<file path="src/rtl/switch_pkg.sv">
// Shared types for the 4-port switch: packet classes, the buffered packet
// record and a small one-hot helper.
package switch_pkg;

  localparam int NUM_PORTS  = 4;
  localparam int PKT_DATA_W = 8;

  typedef enum logic [1:0] {
    SDP = 2'd0,
    MDP = 2'd1,
    BDP = 2'd2,
    ERR = 2'd3
  } p_type;

  typedef struct packed {
    logic [NUM_PORTS-1:0]  source;
    logic [NUM_PORTS-1:0]  target;
    logic [PKT_DATA_W-1:0] data;
    p_type                 ptype;
  } packet_t;

  function automatic logic is_onehot(input logic [NUM_PORTS-1:0] v);
    return (v != '0) && ((v & (v - 1'b1)) == '0);
  endfunction

endpackage

</file>
<file path="src/rtl/ingress_port_if.sv">
// Upstream and fabric-side handshakes of one ingress port.
// Valid/ready: a beat transfers on a rising edge where valid and ready are both
// high; the sender holds its payload stable while valid=1 and ready=0.
interface ingress_port_if #(
  parameter int DATA_W = 8
) ();
  import switch_pkg::*;

  logic                 in_valid;
  logic                 in_ready;
  logic [NUM_PORTS-1:0] in_source;
  logic [NUM_PORTS-1:0] in_target;
  logic [DATA_W-1:0]    in_data;

  logic                 out_valid;
  logic                 out_ready;
  logic [NUM_PORTS-1:0] out_source;
  logic [NUM_PORTS-1:0] out_target;
  logic [DATA_W-1:0]    out_data;
  p_type                out_type;

  // master = upstream producer plus fabric consumer; slave = the ingress port
  modport master (
    output in_valid, in_source, in_target, in_data, out_ready,
    input  in_ready, out_valid, out_source, out_target, out_data, out_type
  );

  modport slave (
    input  in_valid, in_source, in_target, in_data, out_ready,
    output in_ready, out_valid, out_source, out_target, out_data, out_type
  );

endinterface

</file>
<file path="src/rtl/ingress_port_parser.sv">
// Combinational packet classifier: legality check and SDP/MDP/BDP tagging.
module ingress_port_parser
  import switch_pkg::*;
(
  input  logic [NUM_PORTS-1:0] source,
  input  logic [NUM_PORTS-1:0] target,
  output logic                 pkt_valid,
  output p_type                pkt_type
);

  logic legal;

  // Broadcast is the one target allowed to include the source port.
  assign legal = is_onehot(source) && (target != '0) &&
                 (((target & source) == '0) || (target == '1));

  always_comb begin
    pkt_valid = 1'b0;
    pkt_type  = ERR;
    if (legal) begin
      pkt_valid = 1'b1;
      if (target == '1)
        pkt_type = BDP;
      else if (is_onehot(target))
        pkt_type = SDP;
      else
        pkt_type = MDP;
    end
  end

endmodule

</file>
<file path="src/rtl/ingress_port.sv">
// Ingress stage: classify incoming packets, drop and count illegal ones, and
// buffer legal ones in a first-word-fall-through FIFO toward the fabric.
module ingress_port
  import switch_pkg::*;
#(
  parameter int DATA_W = 8,
  parameter int DEPTH  = 4,
  parameter int CNT_W  = 8
) (
  input  logic                   clk,
  input  logic                   rst,
  ingress_port_if.slave          bus,
  output logic                   drop_pulse,
  output logic [CNT_W-1:0]       drop_count,
  output logic [$clog2(DEPTH):0] occupancy
);

  localparam int PTR_W = $clog2(DEPTH);
  localparam int OCC_W = PTR_W + 1;
  localparam logic [OCC_W-1:0] FULL_OCC = OCC_W'(DEPTH);

  typedef struct packed {
    logic [NUM_PORTS-1:0] source;
    logic [NUM_PORTS-1:0] target;
    logic [DATA_W-1:0]    data;
    p_type                ptype;
  } entry_t;

  entry_t             mem [DEPTH];
  logic [PTR_W-1:0]   wr_ptr;
  logic [PTR_W-1:0]   rd_ptr;
  logic               pkt_valid;
  p_type              pkt_type;
  logic               accept;
  logic               push;
  logic               drop;
  logic               pop;

  ingress_port_parser u_parser (
    .source    (bus.in_source),
    .target    (bus.in_target),
    .pkt_valid (pkt_valid),
    .pkt_type  (pkt_type)
  );

  // Both ready and valid come from occupancy alone, so neither side sees a
  // combinational path from the other's handshake.
  assign bus.in_ready  = (occupancy != FULL_OCC);
  assign bus.out_valid = (occupancy != '0);

  assign accept = bus.in_valid & bus.in_ready;
  assign push   = accept & pkt_valid;
  assign drop   = accept & ~pkt_valid;
  assign pop    = bus.out_valid & bus.out_ready;

  always_ff @(posedge clk or posedge rst) begin
    if (rst) begin
      wr_ptr     <= '0;
      rd_ptr     <= '0;
      occupancy  <= '0;
      drop_pulse <= 1'b0;
      drop_count <= '0;
      for (int i = 0; i < DEPTH; i++) mem[i] <= '0;
    end else begin
      if (push) begin
        mem[wr_ptr] <= '{source: bus.in_source, target: bus.in_target,
                         data: bus.in_data, ptype: pkt_type};
        wr_ptr      <= wr_ptr + 1'b1;
      end
      if (pop) rd_ptr <= rd_ptr + 1'b1;
      case ({push, pop})
        2'b10:   occupancy <= occupancy + 1'b1;
        2'b01:   occupancy <= occupancy - 1'b1;
        default: occupancy <= occupancy;
      endcase
      drop_pulse <= drop;
      if (drop && (drop_count != '1)) drop_count <= drop_count + 1'b1;
    end
  end

  // Stale entries behind rd_ptr stay in storage, so the head is masked when empty.
  always_comb begin
    bus.out_source = '0;
    bus.out_target = '0;
    bus.out_data   = '0;
    bus.out_type   = ERR;
    if (bus.out_valid) begin
      bus.out_source = mem[rd_ptr].source;
      bus.out_target = mem[rd_ptr].target;
      bus.out_data   = mem[rd_ptr].data;
      bus.out_type   = mem[rd_ptr].ptype;
    end
  end

endmodule

</file>
<file path="src/flat_wrapper.sv">
// flat-port wrapper written by rule: the top's interface ports become plain ports
module ingress_port_flat import switch_pkg::*;
#(
  parameter int DATA_W = 8,
  parameter int DEPTH  = 4,
  parameter int CNT_W  = 8
)
  (clk, rst, drop_pulse, drop_count, occupancy, bus_in_valid, bus_in_source, bus_in_target, bus_in_data, bus_out_ready, bus_in_ready, bus_out_valid, bus_out_source, bus_out_target, bus_out_data, bus_out_type);
  ingress_port_if #(.DATA_W(DATA_W)) bus_i ();
  input  logic clk;
  input  logic rst;
  output logic drop_pulse;
  output logic [CNT_W-1:0] drop_count;
  output logic [$clog2(DEPTH):0] occupancy;
  input wire logic [$bits(bus_i.in_valid)-1:0] bus_in_valid;
  input wire logic [$bits(bus_i.in_source)-1:0] bus_in_source;
  input wire logic [$bits(bus_i.in_target)-1:0] bus_in_target;
  input wire logic [$bits(bus_i.in_data)-1:0] bus_in_data;
  input wire logic [$bits(bus_i.out_ready)-1:0] bus_out_ready;
  output wire logic [$bits(bus_i.in_ready)-1:0] bus_in_ready;
  output wire logic [$bits(bus_i.out_valid)-1:0] bus_out_valid;
  output wire logic [$bits(bus_i.out_source)-1:0] bus_out_source;
  output wire logic [$bits(bus_i.out_target)-1:0] bus_out_target;
  output wire logic [$bits(bus_i.out_data)-1:0] bus_out_data;
  output wire logic [$bits(bus_i.out_type)-1:0] bus_out_type;
  assign bus_i.in_valid = bus_in_valid;
  assign bus_i.in_source = bus_in_source;
  assign bus_i.in_target = bus_in_target;
  assign bus_i.in_data = bus_in_data;
  assign bus_i.out_ready = bus_out_ready;
  assign bus_in_ready = bus_i.in_ready;
  assign bus_out_valid = bus_i.out_valid;
  assign bus_out_source = bus_i.out_source;
  assign bus_out_target = bus_i.out_target;
  assign bus_out_data = bus_i.out_data;
  assign bus_out_type = bus_i.out_type;
  ingress_port #(.DATA_W(DATA_W), .DEPTH(DEPTH), .CNT_W(CNT_W)) u_core (.clk(clk), .rst(rst), .bus(bus_i), .drop_pulse(drop_pulse), .drop_count(drop_count), .occupancy(occupancy));
endmodule
</file>
<file path="config.mk">
export PLATFORM = sky130hd
export DESIGN_NAME = ingress_port_flat
export DESIGN_NICKNAME = d
export VERILOG_FILES = /design/src/rtl/switch_pkg.sv /design/src/rtl/ingress_port_if.sv /design/src/rtl/ingress_port_parser.sv /design/src/rtl/ingress_port.sv /design/src/flat_wrapper.sv
export SDC_FILE = /design/constraint.sdc
export NUM_CORES = 1
export LEC_CHECK = 0
export CAP_MARGIN = 5
export CORE_MARGIN = 5
export CORE_UTILIZATION = 43
export DETAILED_ROUTE_END_ITERATION = 10
export GPL_ROUTABILITY_DRIVEN = 0
export SLEW_MARGIN = 15
export SYNTH_ARGS = -nofsm -noshare
export SYNTH_HDL_FRONTEND = slang
export SYNTH_HIERARCHICAL = 1
export SYNTH_SLANG_ARGS = --single-unit
</file>
<file path="constraint.sdc">
create_clock -name clk -period 3.1 [get_ports clk]
set_input_delay 0.62 -clock clk [delete_from_list [all_inputs] [get_ports clk]]
set_output_delay 0.62 -clock clk [all_outputs]
set_load 0.05 [all_outputs]
</file>
# Yosys cells after proc, flatten, opt, wreduce, memory -nomap -nowiden

Index checks and enable logic that the tools add are counted.
Widths: inputs -> output; s select.

Bits in registers: 88
Bits of input ports: 20
Output and inout bits: 32
Word-level logic and storage cells: 75

Add/sub/neg operators: 7
Order comparisons: 3
Eq/ne operators: 5
Muxes and demuxes: 15
Bitwise operators: 10
Reductions and logical operators: 14

Operators with widths:

| cell                | number |
|---|---|
| $bwmux 72           | 1 |
| $mux 18             | 3 |
| $bmux 18 s2         | 1 |
| $demux 18 s2        | 1 |
| $and 4x4->4         | 3 |
| $logic_not 4->1     | 3 |
| $add 8x1->8 const B | 1 |
| $mux 4              | 2 |
| $mux 8              | 1 |
| $ne 8x8->1 const B  | 1 |
| $reduce_bool 4->1   | 2 |
| $sub 4x1->4 const B | 2 |
| $ge 3x3->1 const B  | 2 |
| $logic_and 1x1->1   | 6 |
| $mux 2              | 3 |
| $not 2->3           | 2 |
| $pmux 3 s2          | 1 |
| $add 2x1->2 const B | 2 |
| $and 1x1->1         | 4 |
| $eq 4x4->1 const B  | 1 |
| $add 3x1->3 const B | 1 |
| $lt 3x1->1 const B  | 1 |
| $ne 3x3->1 const B  | 1 |
| $reduce_bool 3->1   | 1 |
| 7 further kinds     | 8 |

# Depth between registers and ports, before layout

Depth in word-level cells: 10
Depth in mapped cells: 13
Gate-level depth less buffers: 12

# Cells and area by module

Netlist, hierarchy kept.

Modules (own cells, without submodules):

| module              | times used | cells an instance | area an instance (um^2) | sequential area each (um^2) |
|---|---|---|---|---|
| ingress_port        | 1          | 266               | 4291.6                  | 2202.1 |
| ingress_port_parser | 1          | 23                | 148.9                   | 0.0 |

# Worst setup path before layout

OpenSTA, ideal clock, no wires.

Path kind: input -> register
From: in bus_in_source[0]
To: reg u_core.occupancy[2]
Setup time: 0.145 ns
Arrival time: 2.552 ns
Required time: 2.955 ns
Path slack: 0.404 ns
Cell stages on the path: 12
Buffers on the path: 1
Cells stage by stage: or4b_1 o21ai_2 a21boi_2 and3_4 buf_12 inv_1 ha_1 inv_1 fa_1 xor2_1 nor2_1 xor2_1

Cells in the longest elaborated chain, start to end: 10
Elaborated cells between the ends (all ways): 16
Those cells by class: add/sub (1); eq/ne (2); mux (2); bitwise (3); reduce/logical (8)

RTL lines:

| what                                            | line                      | text |
|---|---|---|
| start, declared                                 | flat_wrapper.sv:16        | `input wire logic [$bits(bus_i.in_source)-1:0] bus_in_source;` |
| $sub 4x1->4                                     | switch_pkg.sv:23          | `return (v != '0) && ((v & (v - 1'b1)) == '0);` |
| $and 4x4->4                                     | switch_pkg.sv:23          |  |
| $logic_not 4->1                                 | switch_pkg.sv:23          |  |
| $logic_and 1x1->1                               | switch_pkg.sv:23          |  |
| $logic_and 1x1->1                               | ingress_port_parser.sv:14 | `assign legal = is_onehot(source) && (target != '0) &&` |
| $logic_and 1x1->1 *                             | ingress_port_parser.sv:14 |  |
| $mux 1 *                                        | ingress_port_parser.sv:20 | `if (legal) begin` |
| via u_core.pkt_valid                            | ingress_port.sv:32        | `logic pkt_valid;` |
| $and 1x1->1 *                                   | ingress_port.sv:52        | `assign push = accept & pkt_valid;` |
| $eq 2x1->1 or $eq 2x2->1 (tied branches)        | ingress_port.sv:71        | `case ({push, pop})` |
| $pmux 3 s2 or $reduce_bool 2->1 (tied branches) | --                        |  |
| end signal, assigned                            | ingress_port.sv:72        | `2'b10: occupancy <= occupancy + 1'b1;` |
| end signal, assigned                            | ingress_port.sv:73        | `2'b01: occupancy <= occupancy - 1'b1;` |
| end signal, assigned                            | ingress_port.sv:74        | `default: occupancy <= occupancy;` |
| end, declared                                   | ingress_port.sv:15        | `output logic [$clog2(DEPTH):0] occupancy` |

Mark *: on every way through the listed nets, which the timed path passes. The rest lies on a longest branch.
A chain may end at the register's enable or synchronous reset.

# Worst setup path in the final report

From: in bus_in_source[3]
To: reg u_core.occupancy[2]

The elaborated chain is that of the path after synthesis.

==> run metrics <==
count of unique library cells instantiated by Yosys=36; overflow left after global routing=0; number of vias per cell=5.16; CTS buffer count=9; standard-cell rows=37; Final setup viols=0; Bufs on Longest Clock Path=2; Post-Route Hold Slack=0.489 ns; Critical Path RT=3.33 ns; hpwl dp=5930 um; RSZ-0062 raised after global routing=false; type of the tightest min-delay check=flip-flop to flip-flop; Max Fclk=361 MHz; CTS tree=done; global router's overall resource usage=15.2%; CP Capture Type=flip-flop; Post-Syn Instances=289; post-route worst setup slack=0.331 ns; number of slew-limit violations in the final report=0; number of antenna violations at the first check in global routing=0; most used cells in the layout excluding fill and tap cells=dfrtp_1, mux2_4, buf_4, mux2_2, clkdlybuf4s50_1; post-synthesis sequential area ratio=49.6%; outcome=finished clean; first-pass GRT wire length=15100 um; CTS root buffer=clkbuf_8; Routed wire per std cell=17.7 um; worst slew margin relative to its limit=50.4%; Crit Path Class=input pin to flip-flop; via count of the first global-routing pass=2782; power density over the cells=1120 mW/mm2; Clock Pin Slew Worst Setup and Hold Paths=0.09 ns; number of gates resized after CTS=0; leakage power figure=2.53 nW; number of ports placed on the die boundary=52; total vias in the final route=2595; combined area of all synthesized cells=0.00444 mm2; setup_tns=0 ns; Initial Utilization=43.6%; shortest period the worst path allows=2.77 ns; Total Die Area=0.0125 mm2; horizontal die dimension=112 um; routed wire length=8890 um; count of final hold-check violations=0; initial detailed-routing violation count=91; final worst-path cycle share=89.3%; nets in the synthesized netlist=316; Clk Latency, worst-skew pair=0.34 ns; count of input and output buffers=51; clock tree sinks=88; maximum ir drop on the vdd rail=0.646 mV; htree depth=3; setup skew after layout=0.00522 ns; post-route DRC violation count=0; reported max-cap violation count=0; share of post-route cells with drive strength above 1=43.3%; maximum number of pins on one net before global-route repair=45; Net count, final=389; post-placement setup slack=-0.0639 ns; register bit count reported by yosys=88; count of buffers added by post-CTS timing repair for setup=0; Tightest Pin Transition=0.742 ns; data arrival time of the worst path=3.00 ns; post-synthesis area per instance=15.4 um2; warnings from Yosys=6; ANT nets after route=0; area growth from synthesis to layout=20.8%; Ant. Diodes=0; Core Region=0.0102 mm2; CTS Hold Buffers Added=0; critical path peak fanout=5; most common library cell in the layout ignoring fill and taps=dfrtp_1; type of origin of the critical path=input pin; height of the die=112 um; drt first pass iters=4
==> report_power, final <==
| part | total [W] | internal (W) | switching [W] | leakage [nW] |
|---|---|---|---|---|
| logic | 0.00315 | 0.00147 | 0.00168 | 1.30 |
| clock network | 0.000894 | 0.000481 | 0.000413 | 0.113 |
| registers | 0.00199 | 0.00166 | 0.000326 | 1.12 |
| total | 0.00603 | 0.00361 | 0.00242 | 2.53 |
==> cell type report <==
class                           count  area [um2]
Fill cell                         887        4820
Sequential cell                    88        2200
Multi-Input combinational cell    182        2080
Timing Repair Buffer               72         648
Tap cell                          136         170
Clock buffer                       10         138
Clock inverter                      6        90.1
Inverter                            9        35.0
==> synth_stat cells (all sizes together) <==
cell	instances	area (um2)
nor4	2	12.5
and3	2	17.5
mux2i	1	10.0
a22oi	2	15.0
or2	2	12.5
mux2	75	995
nor3	7	35.0
ha	6	75.1
or4b	1	10.0
o2bb2ai	1	8.76
nand3b	1	7.51
nor3b	1	7.51
and2	18	113
dfrtp	88	2200
or3	1	6.26
or3b	1	11.3
clkbuf	2	7.51
xor2	10	87.6
nand3	3	15.0
fa	1	20.0
inv	9	33.8
o21ai	9	48.8
nor2	2	7.51
nand2	12	110
a21boi	1	11.3
o211ai	1	7.51
nand2b	1	6.26
mux4	18	405
xnor2	3	26.3
buf	8	115
==> stage by stage <==
stage	util (%)	cells	total power, W	cell area (um2)
final	52.7	503	0.00603	5370
after detailed placement	50.4	487	0.00519	5140
after floorplan	-	289	0.00431	4440
after global routing	52.7	503	0.00638	5370
after CTS	52.7	503	0.00611	5370
after global placement	50.4	487	0.00514	5140
==> worst max-delay path, stage by stage <==
cell             delay (ns)
clkdlybuf4s50_1        0.49
or4b_1                 0.51
o21ai_2                0.08
a21boi_2               0.22
and3_4                 0.22
inv_1                  0.05
ha_1                   0.20
inv_1                  0.07
fa_1                   0.18
xor2_1                 0.14
nor2_1                 0.06
xor2_1                 0.14
==> cells by family after synthesis <==
family	after synthesis	share of synthesized area (%)
multiplexers	94	31.8
AND/OR/NAND/NOR	54	8.37
buffers and inverters	19	3.52
XOR/XNOR	13	2.56
AO/OA/AOI/OAI	14	2.06
flip-flops	88	49.6
adder cells (fa/ha/maj)	7	2.14
==> flip-flops by register name (all words and copies together) (netlist names) <==
signal             count
u_core/wr_ptr          2
u_core/occupancy       3
u_core/drop_count      8
u_core/drop_pulse      1
u_core/rd_ptr          2
u_core/mem            72
==> final timing paths <==
| kind | start | end | slack (ns) | cells past startpoint |
|---|---|---|---|---|
| max | bus_in_source[3] | u_core/occupancy[2] | 0.33 | 12 |
| min | u_core/drop_count[4] | u_core/drop_count[4] | 0.49 | 1 |
| max reg2reg | u_core/occupancy[0] | u_core/occupancy[2] | 0.73 | 10 |
| min reg2reg | u_core/drop_count[4] | u_core/drop_count[4] | 0.49 | 1 |
| max in group asynchronous | rst | u_core/mem[32] | 1.72 | 3 |
| min in group asynchronous | rst | u_core/mem[42] | 0.70 | 2 |
==> per-layer routing <==
metal / vias to the layer above / track usage (%) / wire (um)
met1: 1352 / 21.5 / 4400
met2: 46 / 24.0 / 4150
met5: - / 0 / 0
met4: 0 / 4.62 / 80
met3: 7 / 2.72 / 254
li1: 1190 / - / -
(Power assumes the default switching activity.)
